**config.mk**
```make
export PLATFORM = sky130hd
export DESIGN_NAME = dmem_arbiter
export DESIGN_NICKNAME = d
export VERILOG_FILES = /design/src/rtl/dmem_arbiter.sv
export SDC_FILE = /design/constraint.sdc
export NUM_CORES = 1
export LEC_CHECK = 0
export ABC_CLOCK_PERIOD_IN_PS = 3550
export BUFFER_PORTS_ARGS = -buffer_cell sky130_fd_sc_hd__buf_2
export CAP_MARGIN = 20
export CELL_PAD_IN_SITES_DETAIL_PLACEMENT = 0
export CELL_PAD_IN_SITES_GLOBAL_PLACEMENT = 1
export CORE_MARGIN = 8
export CORE_UTILIZATION = 29
export DETAILED_ROUTE_END_ITERATION = 16
export PLACE_DENSITY = 0.87
export RECOVER_POWER = 25
export SLEW_MARGIN = 20
export SYNTH_ARGS = -nofsm -noshare
export SYNTH_HDL_FRONTEND = slang
export SYNTH_SLANG_ARGS = --single-unit
```
**constraint.sdc**
```tcl
create_clock -name clk -period 3.55 [get_ports clk]
set_input_delay 0 -clock clk [delete_from_list [all_inputs] [get_ports clk]]
set_output_delay 0 -clock clk [all_outputs]
set_load 0.005 [all_outputs]
```
**src/rtl/dmem_arbiter.sv**
```systemverilog
// dmem_arbiter: two-port front end for the single-port data_mem.
//   Port 0 (pipeline MEM stage) has fixed priority. Port 1 (loader/debug) is
//   protected by a starvation counter that forces it through after
//   STARVE_LIMIT consecutive denied cycles.
//   The winning command is registered for one cycle toward data_mem. A two-stage
//   {valid,port} tag pipe steers the registered read data back to its owner
//   two cycles after the grant.
// Build option: define DMEM_ARB_RR_EN to replace the priority/starvation scheme
//   with two-way round-robin. A 1-bit last-winner pointer decides ties.
module dmem_arbiter #(
  parameter int DW           = 32,
  parameter int AW           = 32,
  parameter int STARVE_LIMIT = 4,
  parameter int CNT_W        = 3
) (
  input  logic          clk,
  input  logic          rst_n,
  // port 0: pipeline MEM stage
  input  logic          m0_req,
  input  logic          m0_we,
  input  logic [AW-1:0] m0_addr,
  input  logic [DW-1:0] m0_wdata,
  output logic          m0_gnt,
  output logic          m0_rvalid,
  output logic [DW-1:0] m0_rdata,
  // port 1: loader / debug master
  input  logic          m1_req,
  input  logic          m1_we,
  input  logic [AW-1:0] m1_addr,
  input  logic [DW-1:0] m1_wdata,
  output logic          m1_gnt,
  output logic          m1_rvalid,
  output logic [DW-1:0] m1_rdata,
  // data_mem side
  output logic          mem_r,
  output logic          mem_w,
  output logic [AW-1:0] mem_addr,
  output logic [DW-1:0] mem_wdata,
  input  logic [DW-1:0] mem_rdata
);

  logic win0;
  logic win1;

`ifdef DMEM_ARB_RR_EN
  // last_winner_reg = 1 means port 1 took the most recent grant
  logic last_winner_reg;

  // Round-robin pick: on a tie the port that did not win last goes first
  always_comb begin
    win0 = 1'b0;
    win1 = 1'b0;
    if (m0_req && m1_req) begin
      win0 = last_winner_reg;
      win1 = ~last_winner_reg;
    end else begin
      win0 = m0_req;
      win1 = m1_req;
    end
  end

  // Pointer moves only when somebody is actually granted
  always_ff @(posedge clk or negedge rst_n) begin
    if (!rst_n) begin
      last_winner_reg <= 1'b1;
    end else if (win0 || win1) begin
      last_winner_reg <= win1;
    end
  end
`else
  localparam logic [CNT_W-1:0] LIMIT = CNT_W'(STARVE_LIMIT);

  logic [CNT_W-1:0] starve_cnt_reg;
  logic [CNT_W-1:0] starve_cnt_next;

  // Fixed priority to port 0 unless port 1 has been starved long enough
  always_comb begin
    win1 = m1_req && (!m0_req || (starve_cnt_reg == LIMIT));
    win0 = m0_req && !win1;
  end

  // Count denied port-1 cycles, saturating; any grant or withdrawal clears it
  always_comb begin
    starve_cnt_next = starve_cnt_reg;
    if (!m1_req || win1) begin
      starve_cnt_next = '0;
    end else if (starve_cnt_reg != LIMIT) begin
      starve_cnt_next = starve_cnt_reg + 1'b1;
    end
  end

  // Starvation counter register
  always_ff @(posedge clk or negedge rst_n) begin
    if (!rst_n) begin
      starve_cnt_reg <= '0;
    end else begin
      starve_cnt_reg <= starve_cnt_next;
    end
  end
`endif

  // Grants are combinational but forced low while reset is asserted
  assign m0_gnt = win0 && rst_n;
  assign m1_gnt = win1 && rst_n;

  logic          mem_r_reg;
  logic          mem_w_reg;
  logic [AW-1:0] mem_addr_reg;
  logic [DW-1:0] mem_wdata_reg;

  // Command register: strobes last one cycle, address/data hold while idle
  always_ff @(posedge clk or negedge rst_n) begin
    if (!rst_n) begin
      mem_r_reg     <= 1'b0;
      mem_w_reg     <= 1'b0;
      mem_addr_reg  <= '0;
      mem_wdata_reg <= '0;
    end else begin
      mem_r_reg <= (win0 && !m0_we) || (win1 && !m1_we);
      mem_w_reg <= (win0 && m0_we) || (win1 && m1_we);
      if (win1) begin
        mem_addr_reg  <= m1_addr;
        mem_wdata_reg <= m1_wdata;
      end else if (win0) begin
        mem_addr_reg  <= m0_addr;
        mem_wdata_reg <= m0_wdata;
      end
    end
  end

  assign mem_r     = mem_r_reg;
  assign mem_w     = mem_w_reg;
  assign mem_addr  = mem_addr_reg;
  assign mem_wdata = mem_wdata_reg;

  // Stage 1 aligns with the command cycle, stage 2 with data_mem's output cycle
  logic tag1_valid_reg;
  logic tag1_port_reg;
  logic tag2_valid_reg;
  logic tag2_port_reg;

  // Read tag pipe: only reads enter, writes never produce a return
  always_ff @(posedge clk or negedge rst_n) begin
    if (!rst_n) begin
      tag1_valid_reg <= 1'b0;
      tag1_port_reg  <= 1'b0;
      tag2_valid_reg <= 1'b0;
      tag2_port_reg  <= 1'b0;
    end else begin
      tag1_valid_reg <= (win0 && !m0_we) || (win1 && !m1_we);
      tag1_port_reg  <= win1;
      tag2_valid_reg <= tag1_valid_reg;
      tag2_port_reg  <= tag1_port_reg;
    end
  end

  // Return steering: the valid pulse goes to the owner, data is shared passthrough
  assign m0_rvalid = tag2_valid_reg && !tag2_port_reg;
  assign m1_rvalid = tag2_valid_reg && tag2_port_reg;
  assign m0_rdata  = mem_rdata;
  assign m1_rdata  = mem_rdata;

endmodule

```
==> summary.md, run 1 <==
| Metric | Value |
|---|---|
| Port Buffers | `203` |
| Synth Register Bits | `72` |
| CTS Hold Buffers Added | `125` |
| Post-CTS setup repair buffer count | `0` |
| CTS root buffer | `clkbuf_16` |
| Chip Width | `127 µm` |
| Synth top area cells | `dfrtp_1 (50%), a221o_1 (18%), buf_4 (14%)` |
| RePlAce Congestion | `0.813` |
| Synth top area share | `0.500` |
| FFs w/ async S/R, synth | `1.00` |
| YS warnings | `0` |
| Status | `stopped before the end` |
| Synth cell types | `20` |
| Most numerous cell in the Yosys netlist | `dfrtp_1` |
| Max Root-Sink Buffers | `2` |
| Synth area leader | `dfrtp_1` |
| Mapped Area | `3600 µm²` |
| Post-synth top cells | `dfrtp_1 (72), buf_4 (65), a221o_1 (64), and2_1 (64), buf_2 (12)` |
| Syn Inst Count | `309` |
| Starting Density | `0.299` |
| Post-DP HPWL | `8.20 mm` |
| CTS sink count | `72` |
| Syn nets | `477` |
| Num rows | `40` |
| Err | `[ERROR RSZ-0060] Max buffer count reached.` |
| H-Tree Depth | `3` |
| Die height | `127 µm` |
| Post-synth EDFFs | `0` |
| Post-synthesis area per instance | `11.7 µm²` |
| Post-synthesis sequential area ratio | `0.500` |
| Halt Stage | `clock tree synthesis (4_1_cts)` |
| Inst Count DP | `600` |
| Most used DFF post-synth | `dfrtp_1` |
| Top Ports | `300` |
| Post_cts resized | `0` |
| Num CTS Buffers | `9` |
[through the flow]
step	instance area, µm²	setup slack [ns]
after floorplan	3600	2.00
after global placement	4300	1.49
after detailed placement	4300	1.38
[logic make-up after synthesis]
group,count (synthesis),synth area share
AO/OA/AOI/OAI,66,0.187
multiplexers,3,0.00834
flip-flops,72,0.500
adder cells (fa/ha/maj),2,0.00695
AND/OR/NAND/NOR,78,0.132
buffers and inverters,88,0.166
==> inputs of run 2 (changes only) <==
--- a/config.mk
+++ b/config.mk
@@ -8,12 +8,10 @@
 export ABC_CLOCK_PERIOD_IN_PS = 3550
 export BUFFER_PORTS_ARGS = -buffer_cell sky130_fd_sc_hd__buf_2
 export CAP_MARGIN = 20
-export CELL_PAD_IN_SITES_DETAIL_PLACEMENT = 0
-export CELL_PAD_IN_SITES_GLOBAL_PLACEMENT = 1
 export CORE_MARGIN = 8
-export CORE_UTILIZATION = 29
+export CORE_UTILIZATION = 20
 export DETAILED_ROUTE_END_ITERATION = 16
-export PLACE_DENSITY = 0.87
+export PLACE_DENSITY_LB_ADDON = 0.15
 export RECOVER_POWER = 25
 export SLEW_MARGIN = 20
 export SYNTH_ARGS = -nofsm -noshare
==> run 2 against run 1 <==
Effect of this change:
- the run now ends clean
- synthesized cell count did not move
- synthesized area did not move
==> summary.md, run 2 <==
| Metric | Value |
|---|---|
| Number of global-route vias before repair | `3,900` |
| Synth Area in Adders | `0.00695` |
| Initial antenna violation count | `0` |
| Status | `complete, no violations` |
| Clock power share | `0.408` |
| Hold WS | `0.00000165 ns` |
| All-Layer GR Usage | `0.113` |
| Clock Latency Late Sink | `0.33 ns` |
| Synth Area in Compound Gates | `0.187` |
| FFs w/ async S/R, synth | `1.00` |
| Largest family of logic cells by synthesized area | `compound AO/OA/AOI/OAI gates` |
| Flop pwr share | `0.386` |
| Tmin final | `2.75 ns` |
| Post-synthesis area per instance | `11.7 µm²` |
| Starting Density | `0.202` |
| H-Tree Depth | `3` |
| Worst-path fanout max | `37` |
| Leading cell type in the layout, fill and taps excluded | `buf_2` |
| Final hold vios | `0` |
| Mapped Area | `3600 µm²` |
| DR vias/cell | `4.19` |
| Max_slew headroom | `0.349` |
| Synth top area cells | `dfrtp_1 (50%), a221o_1 (18%), buf_4 (14%)` |
| Num rows | `49` |
| Most numerous cell in the Yosys netlist | `dfrtp_1` |
| Global-route wire length before repair | `20.0 mm` |
| Final Max Slew Viols | `0` |
| Max-cap check violation count | `0` |
| Syn Inst Count | `309` |
| Post-DRT Antenna Nets | `0` |
| Net switching power | `574 µW` |
| RSZ-0062 raised after global routing | `false` |
| Full die area | `22,600 µm²` |
| Largest net degree at the start of global routing | `75` |
| Worst Path Required | `3.82 ns` |
| Top Ports | `300` |
| Final period utilization | `0.774` |
| Share of cells above drive strength 1 | `0.386` |
| Post-CTS setup repair buffer count | `0` |
| Synth cell types | `20` |
| Synth top area share | `0.500` |
| Startpoint Class | `register` |
| Post_cts resized | `0` |
| Port Buffers | `203` |
| Reg-to-Reg Start | `starve_cnt_reg[0]$_DFFE_PN0P_` |
| Die height | `150 µm` |
| DRC | `0` |
| Layout fillers | `1,804` |
| WL/cell | `15.7 µm` |
| Hold Crit Depth | `0` |
| Post-synth top cells | `dfrtp_1 (72), buf_4 (65), a221o_1 (64), and2_1 (64), buf_2 (12)` |
| Hold/Removal Path Class | `input port to output port` |
| Drt total wl | `12.7 mm` |
| First DRT Iteration DRCs | `131` |
| Clock slew at reported path FFs | `0.06 ns` |
| YS warnings | `0` |
| Chip Width | `150 µm` |
| Num CTS Buffers | `9` |
| Register-to-Register Path Depth | `7` |
| Peak supply drop | `0.217 mV` |
| Post-synth EDFFs | `0` |
| Post-Synth XOR/XNOR Area | `0` |
| Mux contribution to synthesized area | `0.00834` |
| Internal | `1.84 mW` |
| DR vias | `3,397` |
| Worst slew pin tran | `0.974 ns` |
| Core Footprint | `17,800 µm²` |
| RePlAce Congestion | `0.702` |
| Most frequent cells in the layout | `buf_2 (201), dlygate4sd3_1 (134), dfrtp_1 (72), and2_1 (64), a221o_1 (64)` |
| Area grow syn2layout | `68.2%` |
| Post-synthesis sequential area ratio | `0.500` |
| GRT overflow | `0` |
| Area taken by multi-input logic gates | `1210 µm²` |
| HP Start | `mem_rdata[31]` |
| Leak | `2.94 nW` |
| Simple-gate share of the synthesized area | `0.132` |
| Synth Register Bits | `72` |
| Max Fclk | `364 MHz` |
| Sw Share | `0.237` |
| First-pass iteration count of the detailed router | `4` |
| Seq. cell area | `1800 µm²` |
| CTS sink count | `72` |
| Post-DP HPWL | `8.53 mm` |
| CP Class | `register to register` |
| Final Skew | `0.00584 ns` |
| Final Util | `0.339` |
| Syn nets | `477` |
| Crit. Startpoint | `starve_cnt_reg[0]$_DFFE_PN0P_` |
| Comb power frac | `0.206` |
| CTS Hold Buffers Added | `134` |
| CP endpoint kind | `register` |
| Fin Setup TNS | `0 ns` |
| Synth area leader | `dfrtp_1` |
| Most used DFF post-synth | `dfrtp_1` |
| Max Root-Sink Buffers | `2` |
| Worst path arrival time | `3.02 ns` |
| CTS tree | `done` |
| Nets | `745` |
| CTS root buffer | `clkbuf_16` |
| Setup-failing EPs final | `0` |
| N_diodes | `0` |
| Power density over the cells | `399 nW/µm²` |
## run 2: cell counts after synthesis
Identical to the previous run, type by type.
## run 2: per-stage QoR
stage | power [mW] | instances | setup WS [ns] | area, µm²
after detailed placement | 1.29 | 661 | 1.29 | 4390
after CTS | 2.47 | 810 | 0.731 | 6050
after global placement | 1.29 | 660 | 1.34 | 4370
final | 2.42 | 810 | 0.801 | 6060
after global routing | 2.55 | 810 | 0.579 | 6060
after floorplan | 1.13 | 309 | 2.00 | 3600
## run 2: logic make-up after synthesis
family,count (synthesis)
buf+inv,88
simple gates,78
flops,72
compound gates,66
mux,3
fa+ha+maj,2
## run 2: cell type report
class / count / share of cell area
Tap cell: 229 / 0.0473
Clock inverter: 5 / 0.0134
Clock buffer: 10 / 0.0395
Multi-Input combinational cell: 149 / 0.201
Timing Repair Buffer: 341 / 0.399
Sequential cell: 72 / 0.298
Inverter: 4 / 0.00248
## run 2: worst max-delay path: stages (launching register included)
cell	delay, ns
dfrtp_1	0.39
inv_1	0.06
ha_1	0.22
nand2_1	0.14
a21boi_4	0.78
buf_12	0.29
mux2i_1	0.21
dlygate4sd3_1	0.55
## run 2: power groups by stage
stage	sequential (mW)	clock [mW]	combinational, mW
floorplan	0.949	0	0.185
global placement	0.949	0	0.340
detailed placement	0.945	0	0.343
CTS	0.933	1.03	0.503
global route	0.942	1.06	0.547
finish	0.933	0.986	0.498
## run 2: worst paths after layout
| check | to | slack (ns) |
|---|---|---|
| max in group asynchronous | mem_addr[26]$_DFFE_PN0P_ | 2.79 |
| worst max-delay path | tag1_valid_reg$_DFF_PN0_ | 0.80 |
| min in group asynchronous | mem_wdata[29]$_DFFE_PN0P_ | 0.27 |
| worst max register to register | tag1_valid_reg$_DFF_PN0_ | 0.80 |
| worst min-delay path | m1_rdata[31] | 0.000002 |
| worst min register to register | tag2_port_reg$_DFF_PN0_ | 0.35 |
## run 2: layer usage
layer	wire [µm]	global-route usage
met1	5120	0.126
met2	6160	0.193
met3	1090	0.0367
met4	365	0.0530
met5	0	0
Power figures use the tool's default switching activity.
